--- config.mk ---
export PLATFORM = sky130hd
export DESIGN_NAME = mem_dump_reader
export DESIGN_NICKNAME = d
export VERILOG_FILES = /design/src/rtl/mem_dump_pkg.sv /design/src/rtl/mem_dump_fifo.sv /design/src/rtl/mem_dump_reader.sv
export SDC_FILE = /design/constraint.sdc
export NUM_CORES = 1
export LEC_CHECK = 0
export ABC_AREA = 1
export CORE_ASPECT_RATIO = 2
export CORE_MARGIN = 5
export CORE_UTILIZATION = 50
export DETAILED_ROUTE_END_ITERATION = 8
export GPL_TIMING_DRIVEN = 0
export HOLD_SLACK_MARGIN = 0.1
export PLACE_DENSITY = 0.7
export SETUP_SLACK_MARGIN = 0.02
export SYNTH_ARGS = -nofsm -noshare
export SYNTH_HDL_FRONTEND = slang
export SYNTH_SLANG_ARGS = --single-unit
--- constraint.sdc ---
create_clock -name clk -period 4.5 [get_ports clk]
set_clock_uncertainty 0.15 [all_clocks]
set_input_delay 1.35 -clock clk [delete_from_list [all_inputs] [get_ports clk]]
set_output_delay 1.35 -clock clk [all_outputs]
set_load 0.03 [all_outputs]
--- src/rtl/mem_dump_pkg.sv ---
// Shared types and default widths for the BRAM dump reader and its output buffer.
package mem_dump_pkg;

  localparam int unsigned MEM_WID      = 1;
  localparam int unsigned MEM_DEPTH    = 8192;
  localparam int unsigned MEM_ADDR_W   = 13;
  localparam int unsigned FIFO_ENTRIES = 4;
  localparam int unsigned FIFO_PTR_W   = 2;
  localparam int unsigned FIFO_CNT_W   = 3;

  typedef enum logic [1:0] {
    IDLE,
    RUN,
    DRAIN
  } state_t;

  typedef struct packed {
    logic [MEM_WID-1:0]    data;
    logic [MEM_ADDR_W-1:0] addr;
    logic                  last;
  } fifo_entry_t;

endpackage

--- src/rtl/mem_dump_fifo.sv ---
// Four-entry synchronous FIFO buffering returned memory words ahead of the output stream.
module mem_dump_fifo
  import mem_dump_pkg::*;
(
  input  logic                  clk,
  input  logic                  reset,
  input  logic                  push,
  input  fifo_entry_t           push_entry,
  input  logic                  pop,
  output fifo_entry_t           head,
  output logic [FIFO_CNT_W-1:0] count
);

  fifo_entry_t           mem_q [FIFO_ENTRIES];
  logic [FIFO_PTR_W-1:0] wptr_q, wptr_d;
  logic [FIFO_PTR_W-1:0] rptr_q, rptr_d;
  logic [FIFO_CNT_W-1:0] count_q, count_d;
  logic                  do_push, do_pop;

  always_comb begin
    do_pop  = pop && (count_q != '0);
    do_push = push && ((count_q != FIFO_CNT_W'(FIFO_ENTRIES)) || do_pop);
    wptr_d  = wptr_q + FIFO_PTR_W'(do_push);
    rptr_d  = rptr_q + FIFO_PTR_W'(do_pop);
    count_d = count_q + FIFO_CNT_W'(do_push) - FIFO_CNT_W'(do_pop);
  end

  always_ff @(posedge clk) begin
    if (!reset) begin
      wptr_q  <= '0;
      rptr_q  <= '0;
      count_q <= '0;
    end else begin
      wptr_q  <= wptr_d;
      rptr_q  <= rptr_d;
      count_q <= count_d;
    end
  end

  // NOTE: storage is deliberately not reset; only slots below count_q are ever presented.
  always_ff @(posedge clk) begin
    if (do_push) mem_q[wptr_q] <= push_entry;
  end

  assign head  = mem_q[rptr_q];
  assign count = count_q;

  a_occupancy : assert property (@(posedge clk) disable iff (!reset)
    count_q <= FIFO_CNT_W'(FIFO_ENTRIES));

endmodule

--- src/rtl/mem_dump_reader.sv ---
// Walks an address window of a 1-cycle-latency block memory and streams {data, addr, last}
// beats on a valid/ready interface with backpressure.
module mem_dump_reader
  import mem_dump_pkg::*;
#(
  parameter int unsigned WID_MEM    = MEM_WID,
  parameter int unsigned DEPTH_MEM  = MEM_DEPTH,
  parameter int unsigned ADDR_W     = MEM_ADDR_W,
  parameter int unsigned FIFO_DEPTH = FIFO_ENTRIES
) (
  input  logic               clk,
  input  logic               reset,
  input  logic               start,
  input  logic [ADDR_W-1:0]  cfg_base,
  input  logic [ADDR_W:0]    cfg_len,
  output logic [ADDR_W-1:0]  raddr,
  input  logic [WID_MEM-1:0] dout,
  output logic               m_valid,
  input  logic               m_ready,
  output logic [WID_MEM-1:0] m_data,
  output logic [ADDR_W-1:0]  m_addr,
  output logic               m_last,
  output logic               busy,
  output logic               done
);

  localparam int unsigned CNT_W = ADDR_W + 1;

  if (WID_MEM != MEM_WID || ADDR_W != MEM_ADDR_W || DEPTH_MEM != (1 << ADDR_W) ||
      FIFO_DEPTH != FIFO_ENTRIES) begin : g_param_check
    $error("mem_dump_reader: unsupported parameter set");
  end

  state_t                state_q, state_d;
  logic [CNT_W-1:0]      issued_q, issued_d;
  logic [CNT_W-1:0]      accepted_q, accepted_d;
  logic [CNT_W-1:0]      len_q, len_d;
  logic [ADDR_W-1:0]     base_q, base_d;
  logic [ADDR_W-1:0]     raddr_q, raddr_d;
  logic                  s1_valid_q, s1_valid_d;
  logic [ADDR_W-1:0]     s1_addr_q, s1_addr_d;
  logic                  s1_last_q, s1_last_d;
  logic                  done_q, done_d;

  logic                  issue;
  logic                  beat_hs;
  logic                  fifo_valid;
  logic [ADDR_W-1:0]     issue_addr;
  logic [FIFO_CNT_W-1:0] fifo_count;
  fifo_entry_t           push_entry;
  fifo_entry_t           head;

  // NOTE: every signal gets a default before the case so no path leaves one unassigned (no latches).
  always_comb begin
    state_d    = state_q;
    issued_d   = issued_q;
    accepted_d = accepted_q;
    len_d      = len_q;
    base_d     = base_q;
    done_d     = 1'b0;

    fifo_valid = (fifo_count != '0);
    beat_hs    = fifo_valid && m_ready;
    issue_addr = base_q + issued_q[ADDR_W-1:0];
    // Reads still in the memory pipeline reserve a FIFO slot so the buffer cannot overflow.
    issue      = (state_q == RUN) && (issued_q < len_q) &&
                 ((fifo_count + FIFO_CNT_W'(s1_valid_q)) < FIFO_CNT_W'(FIFO_DEPTH));

    raddr_d    = issue ? issue_addr : raddr_q;
    s1_valid_d = issue;
    s1_addr_d  = issue_addr;
    s1_last_d  = (issued_q == len_q - CNT_W'(1));

    if (issue)   issued_d   = issued_q + CNT_W'(1);
    if (beat_hs) accepted_d = accepted_q + CNT_W'(1);

    unique case (state_q)
      IDLE: begin
        if (start) begin
          state_d    = RUN;
          base_d     = cfg_base;
          len_d      = (cfg_len == '0) ? CNT_W'(DEPTH_MEM) : cfg_len;
          issued_d   = '0;
          accepted_d = '0;
        end
      end
      RUN: begin
        if (issued_d == len_q) state_d = DRAIN;
      end
      DRAIN: begin
        if (beat_hs && (accepted_q == len_q - CNT_W'(1))) begin
          state_d = IDLE;
          done_d  = 1'b1;
        end
      end
      default: state_d = IDLE;
    endcase
  end

  always_ff @(posedge clk) begin
    if (!reset) begin
      state_q    <= IDLE;
      issued_q   <= '0;
      accepted_q <= '0;
      len_q      <= '0;
      base_q     <= '0;
      raddr_q    <= '0;
      s1_valid_q <= 1'b0;
      s1_addr_q  <= '0;
      s1_last_q  <= 1'b0;
      done_q     <= 1'b0;
    end else begin
      state_q    <= state_d;
      issued_q   <= issued_d;
      accepted_q <= accepted_d;
      len_q      <= len_d;
      base_q     <= base_d;
      raddr_q    <= raddr_d;
      s1_valid_q <= s1_valid_d;
      s1_addr_q  <= s1_addr_d;
      s1_last_q  <= s1_last_d;
      done_q     <= done_d;
    end
  end

  assign push_entry.data = dout;
  assign push_entry.addr = s1_addr_q;
  assign push_entry.last = s1_last_q;

  mem_dump_fifo u_fifo (
    .clk        (clk),
    .reset      (reset),
    .push       (s1_valid_q),
    .push_entry (push_entry),
    .pop        (beat_hs),
    .head       (head),
    .count      (fifo_count)
  );

  // Payload is zeroed while idle so stale buffer slots never reach the sink.
  assign raddr   = raddr_d;
  assign m_valid = fifo_valid;
  assign m_data  = fifo_valid ? head.data : '0;
  assign m_addr  = fifo_valid ? head.addr : '0;
  assign m_last  = fifo_valid && head.last;
  assign busy    = (state_q != IDLE);
  assign done    = done_q;

endmodule

==> impl_results.rst <==
.. list-table::
   :header-rows: 1

   * - Metric
     - Value
   * - Largest stage delay on the critical path
     - 0.39 ns
   * - Met2 wirelength from detailed routing
     - 13,800 um
   * - Seq cells post-synth
     - 153
   * - Maximum fanout along the worst path
     - 7
   * - Clock Tree Buf Depth
     - 2
   * - Detailed-route wire length
     - 24,800 um
   * - Arr. time, crit path
     - 2.89 ns
   * - Total area of multi-input combinational cells
     - 0.00407 mm^2
   * - Buffer cell driving the clock tree root
     - clkbuf_16
   * - Layout cell share with drive strength beyond 1
     - 11.2%
   * - Vias in the first global route
     - 7,457
   * - Count of warnings emitted by yosys
     - 0
   * - Startpoint types
     - flip-flop
   * - CTS Buf Count
     - 17
   * - Standard-cell row count
     - 66
   * - Required @ worst endpoint
     - 3.00 ns
   * - Class of the worst hold path
     - flip-flop to flip-flop
   * - Number of nets in the finished design
     - 1,210
   * - Synth Net Count
     - 1,122
   * - Placeable core area
     - 0.0162 mm^2
   * - Normalized max-slew margin
     - 34.0%
   * - Instance count along the most critical hold path
     - 0
   * - Die Span X
     - 101 um
   * - Largest net degree at the start of global routing
     - 17
   * - Total standard cell area after synthesis
     - 0.00820 mm^2
   * - Number of unique standard cell types used by synthesis
     - 47
   * - Final setup viols
     - 0
   * - Path type of the worst setup path
     - flip-flop to primary output
   * - Run status
     - complete, no violations
   * - CTS tree
     - done
   * - Placed Area
     - 0.00913 mm^2
   * - Finished Cell Area
     - 0.00983 mm^2
   * - Top sig layer
     - met4
   * - Die Outline Area
     - 0.0192 mm^2
   * - Max-Cap Viols
     - 0
   * - Worst Max-Slew Pin Slew
     - 0.986 ns
   * - DR vias
     - 7,405
   * - Routed metal-1 wirelength
     - 7770 um
   * - Crit-path cells
     - ha_1 > a21oi_1 > o21ai_0 > a21oi_2 > o21ai_1 > nand2_1 > nand2_1 > a21oi_2 > xor2_2 > buf_4 > o21ai_1 > buf_2
   * - Number of H-tree levels
     - 4
   * - Portion of synthesized cell area occupied by the leading cell type
     - 22.7%
   * - Routed wire per std cell
     - 18.2 um
   * - Hold worst-path end
     - u_fifo.mem_q[2][3]$_DFFE_PP_
   * - Largest cells by area after synthesis
     - dfxtp_1 23%, edfxtp_1 22%, nand2_1 11%
   * - Layout area overhead
     - 19.9%
   * - Clock slew at the register clock pins of the worst setup and hold paths
     - 0.06 ns
   * - Post-route DRC violation count
     - 0
   * - Dominant cell type by area after synthesis
     - dfxtp_1
   * - Count of pins on the block boundary
     - 63
   * - Weighted congestion reported at the end of routability-driven placement
     - 0.970
   * - LEAKAGE
     - 4.07 nW
   * - FILL cells
     - 1,524
   * - DRT Pass-1 Iters
     - 6
   * - # clock sinks
     - 153
   * - Register-to-register path setup slack
     - 1.31 ns
   * - Synthesized instance count
     - 1,055
   * - Gr ovfl total
     - 0
   * - Fraction of the cycle the final worst path needs
     - 97.5%
   * - Source of the worst register-to-register timing path
     - len_q[3]$_SDFFE_PN0P_
   * - First-iteration detailed-routing DRC count
     - 439
   * - Via density per instance
     - 5.44
   * - Worst hold start
     - s1_addr_q[2]$_SDFF_PN0_
   * - Worst vdd ir
     - 0.000311 V
   * - Worst skew pair latency
     - 0.44 ns
   * - FF-to-FF End
     - state_q[0]$_SDFFE_PN0P_
   * - Count of input and output buffers
     - 61
   * - Average size of a mapped cell
     - 7.77 um^2
   * - Global-route usage over all layers
     - 26.9%
   * - Sequential element share of the synthesized area
     - 44.7%
   * - Crit end category
     - primary output
   * - Number of max-slew violations in the final report
     - 0
   * - Power per Cell Area
     - 510 mW/mm^2
   * - First-pass GRT wire length
     - 38,300 um
   * - Routed Antenna Nets
     - 0
   * - Storage cell area
     - 0.00368 mm^2
   * - Cell depth of the worst flop-to-flop path
     - 18
   * - Antenna violations before repair
     - 0
   * - Initial core utilization
     - 50.7%
   * - Post-layout minimum cycle time
     - 4.39 ns
   * - Timing-limited maximum frequency
     - 228 MHz
   * - Final number of hold-violating endpoints
     - 0
   * - Slowest cell on the critical path
     - dfxtp_4
   * - Utilization after layout
     - 60.7%
   * - Routed met3 length
     - 1120 um
   * - Y dimension of the die
     - 191 um
   * - DP Wirelength
     - 19,000 um
   * - Number of antenna diodes
     - 0
-- where the power goes --
group,switching [mW],internal (mW)
logic,1.20,0.611
registers,0.106,1.55
clock network,0.610,0.934
-- critical path: cells and delay by family, from the launching register on --
family / cells / cell delay, ns
adder cells (fa/ha/maj): 1 / 0.38
flip-flops: 1 / 0.39
AO/OA/AOI/OAI: 6 / 1.01
XOR/XNOR: 1 / 0.10
AND/OR/NAND/NOR: 2 / 0.18
buffers and inverters: 2 / 0.39
-- registers in the layout, summed over array words and instances (netlist names), 3 cells and up --
register and cells:
u_fifo.mem_q 60, accepted_q 14, issued_q 14, len_q 14, base_q 13, raddr_q 13, s1_addr_q 13, u_fifo.count 3
-- placed cells by master, fill, tap and decap left out, types with 5 or more instances in the layout --
master	n
nand2_1	235
nor2_1	151
inv_1	101
dfxtp_1	86
nand3_1	79
edfxtp_1	60
o21ai_0	52
clkdlybuf4s50_1	48
a21oi_1	43
ha_1	32
nand4_1	26
clkbuf_1	23
xor2_1	22
clkbuf_16	17
buf_2	13
xnor2_1	11
nor3_1	11
nand2_2	9
a211oi_1	9
buf_4	9
nor3_2	8
or2_2	8
nor2_2	7
inv_2	6
buf_6	6
a21oi_2	5
and2_1	5
o21ai_1	5
dfxtp_2	5
-- cells by family after synthesis --
family	count (synthesis)	share of synthesized area (%)
AOI/OAI and AO/OA	129	8.50
xor gates and xnor gates	36	3.84
adders and majority gates	35	5.52
buffers and inverters	141	6.87
DFF	153	44.7
and+or+nand+nor	561	30.6
-- cells in the mapped netlist (all sizes together) --
cell	count
inv	107
nand3b	2
clkbuf	22
buf	10
and2	5
dfxtp	93
nand4	27
nand3	83
a31oi	2
o31ai	1
and3	1
clkinv	2
nor3	20
nor2	162
fa	2
o21bai	1
o22ai	2
nand2	244
or2	9
a21oi	49
edfxtp	60
xor2	24
nor3b	4
xnor2	12
o21ai	60
nor4	4
a211oi	9
o2111ai	2
ha	33
o211ai	3
-- timing repair --
item | CTS | global route
setup buffers | 4 | 1
gates resized for setup | 76 | 30
setup endpoints to repair | 13 | 17
pin swaps | 4 | 2
hold buffers | 0 | 0
-- worst max-delay path by stage --
stage / endpoint / start
global placement: raddr[12] / issued_q[0]$_SDFF_PN0_
detailed placement: raddr[12] / issued_q[0]$_SDFF_PN0_
floorplan: raddr[6] / len_q[13]$_SDFFE_PN0P_
finish: raddr[11] / issued_q[4]$_SDFF_PN0_
global route: raddr[11] / issued_q[6]$_SDFF_PN0_
CTS: raddr[10] / issued_q[1]$_SDFF_PN0_
-- through the flow --
stage,instances,hold WS [ns],worst slack (ns),power [mW],setup TNS [ns]
finish,1360,0.323,0.114,5.02,0
global placement,1320,0.300,-0.359,3.43,-2.51
global route,1360,0.352,-0.0619,5.25,-0.0619
detailed placement,1324,0.311,-0.334,3.47,-2.38
CTS,1360,0.322,0.0376,5.00,0
floorplan,1055,0.288,0.644,2.82,0
-- layer usage --
metal / vias to the layer above / track usage (%)
met5: - / 0
met4: 0 / 22.1
met3: 123 / 3.91
met2: 240 / 51.8
met1: 3371 / 23.2
li1: 3671 / -
-- final cells by class --
type                    instances  share of cell area (%)
clock inverters                13                    1.96
inverters                     109                    4.21
clock buffers                  19                    4.40
multi-input cells             761                    41.4
flip-flops and latches        153                    37.4
plain buffers                  31                    1.54
well taps                     204                    2.60
repair buffers                 70                    6.45
Note: power is estimated with default switching activity, not from simulation.
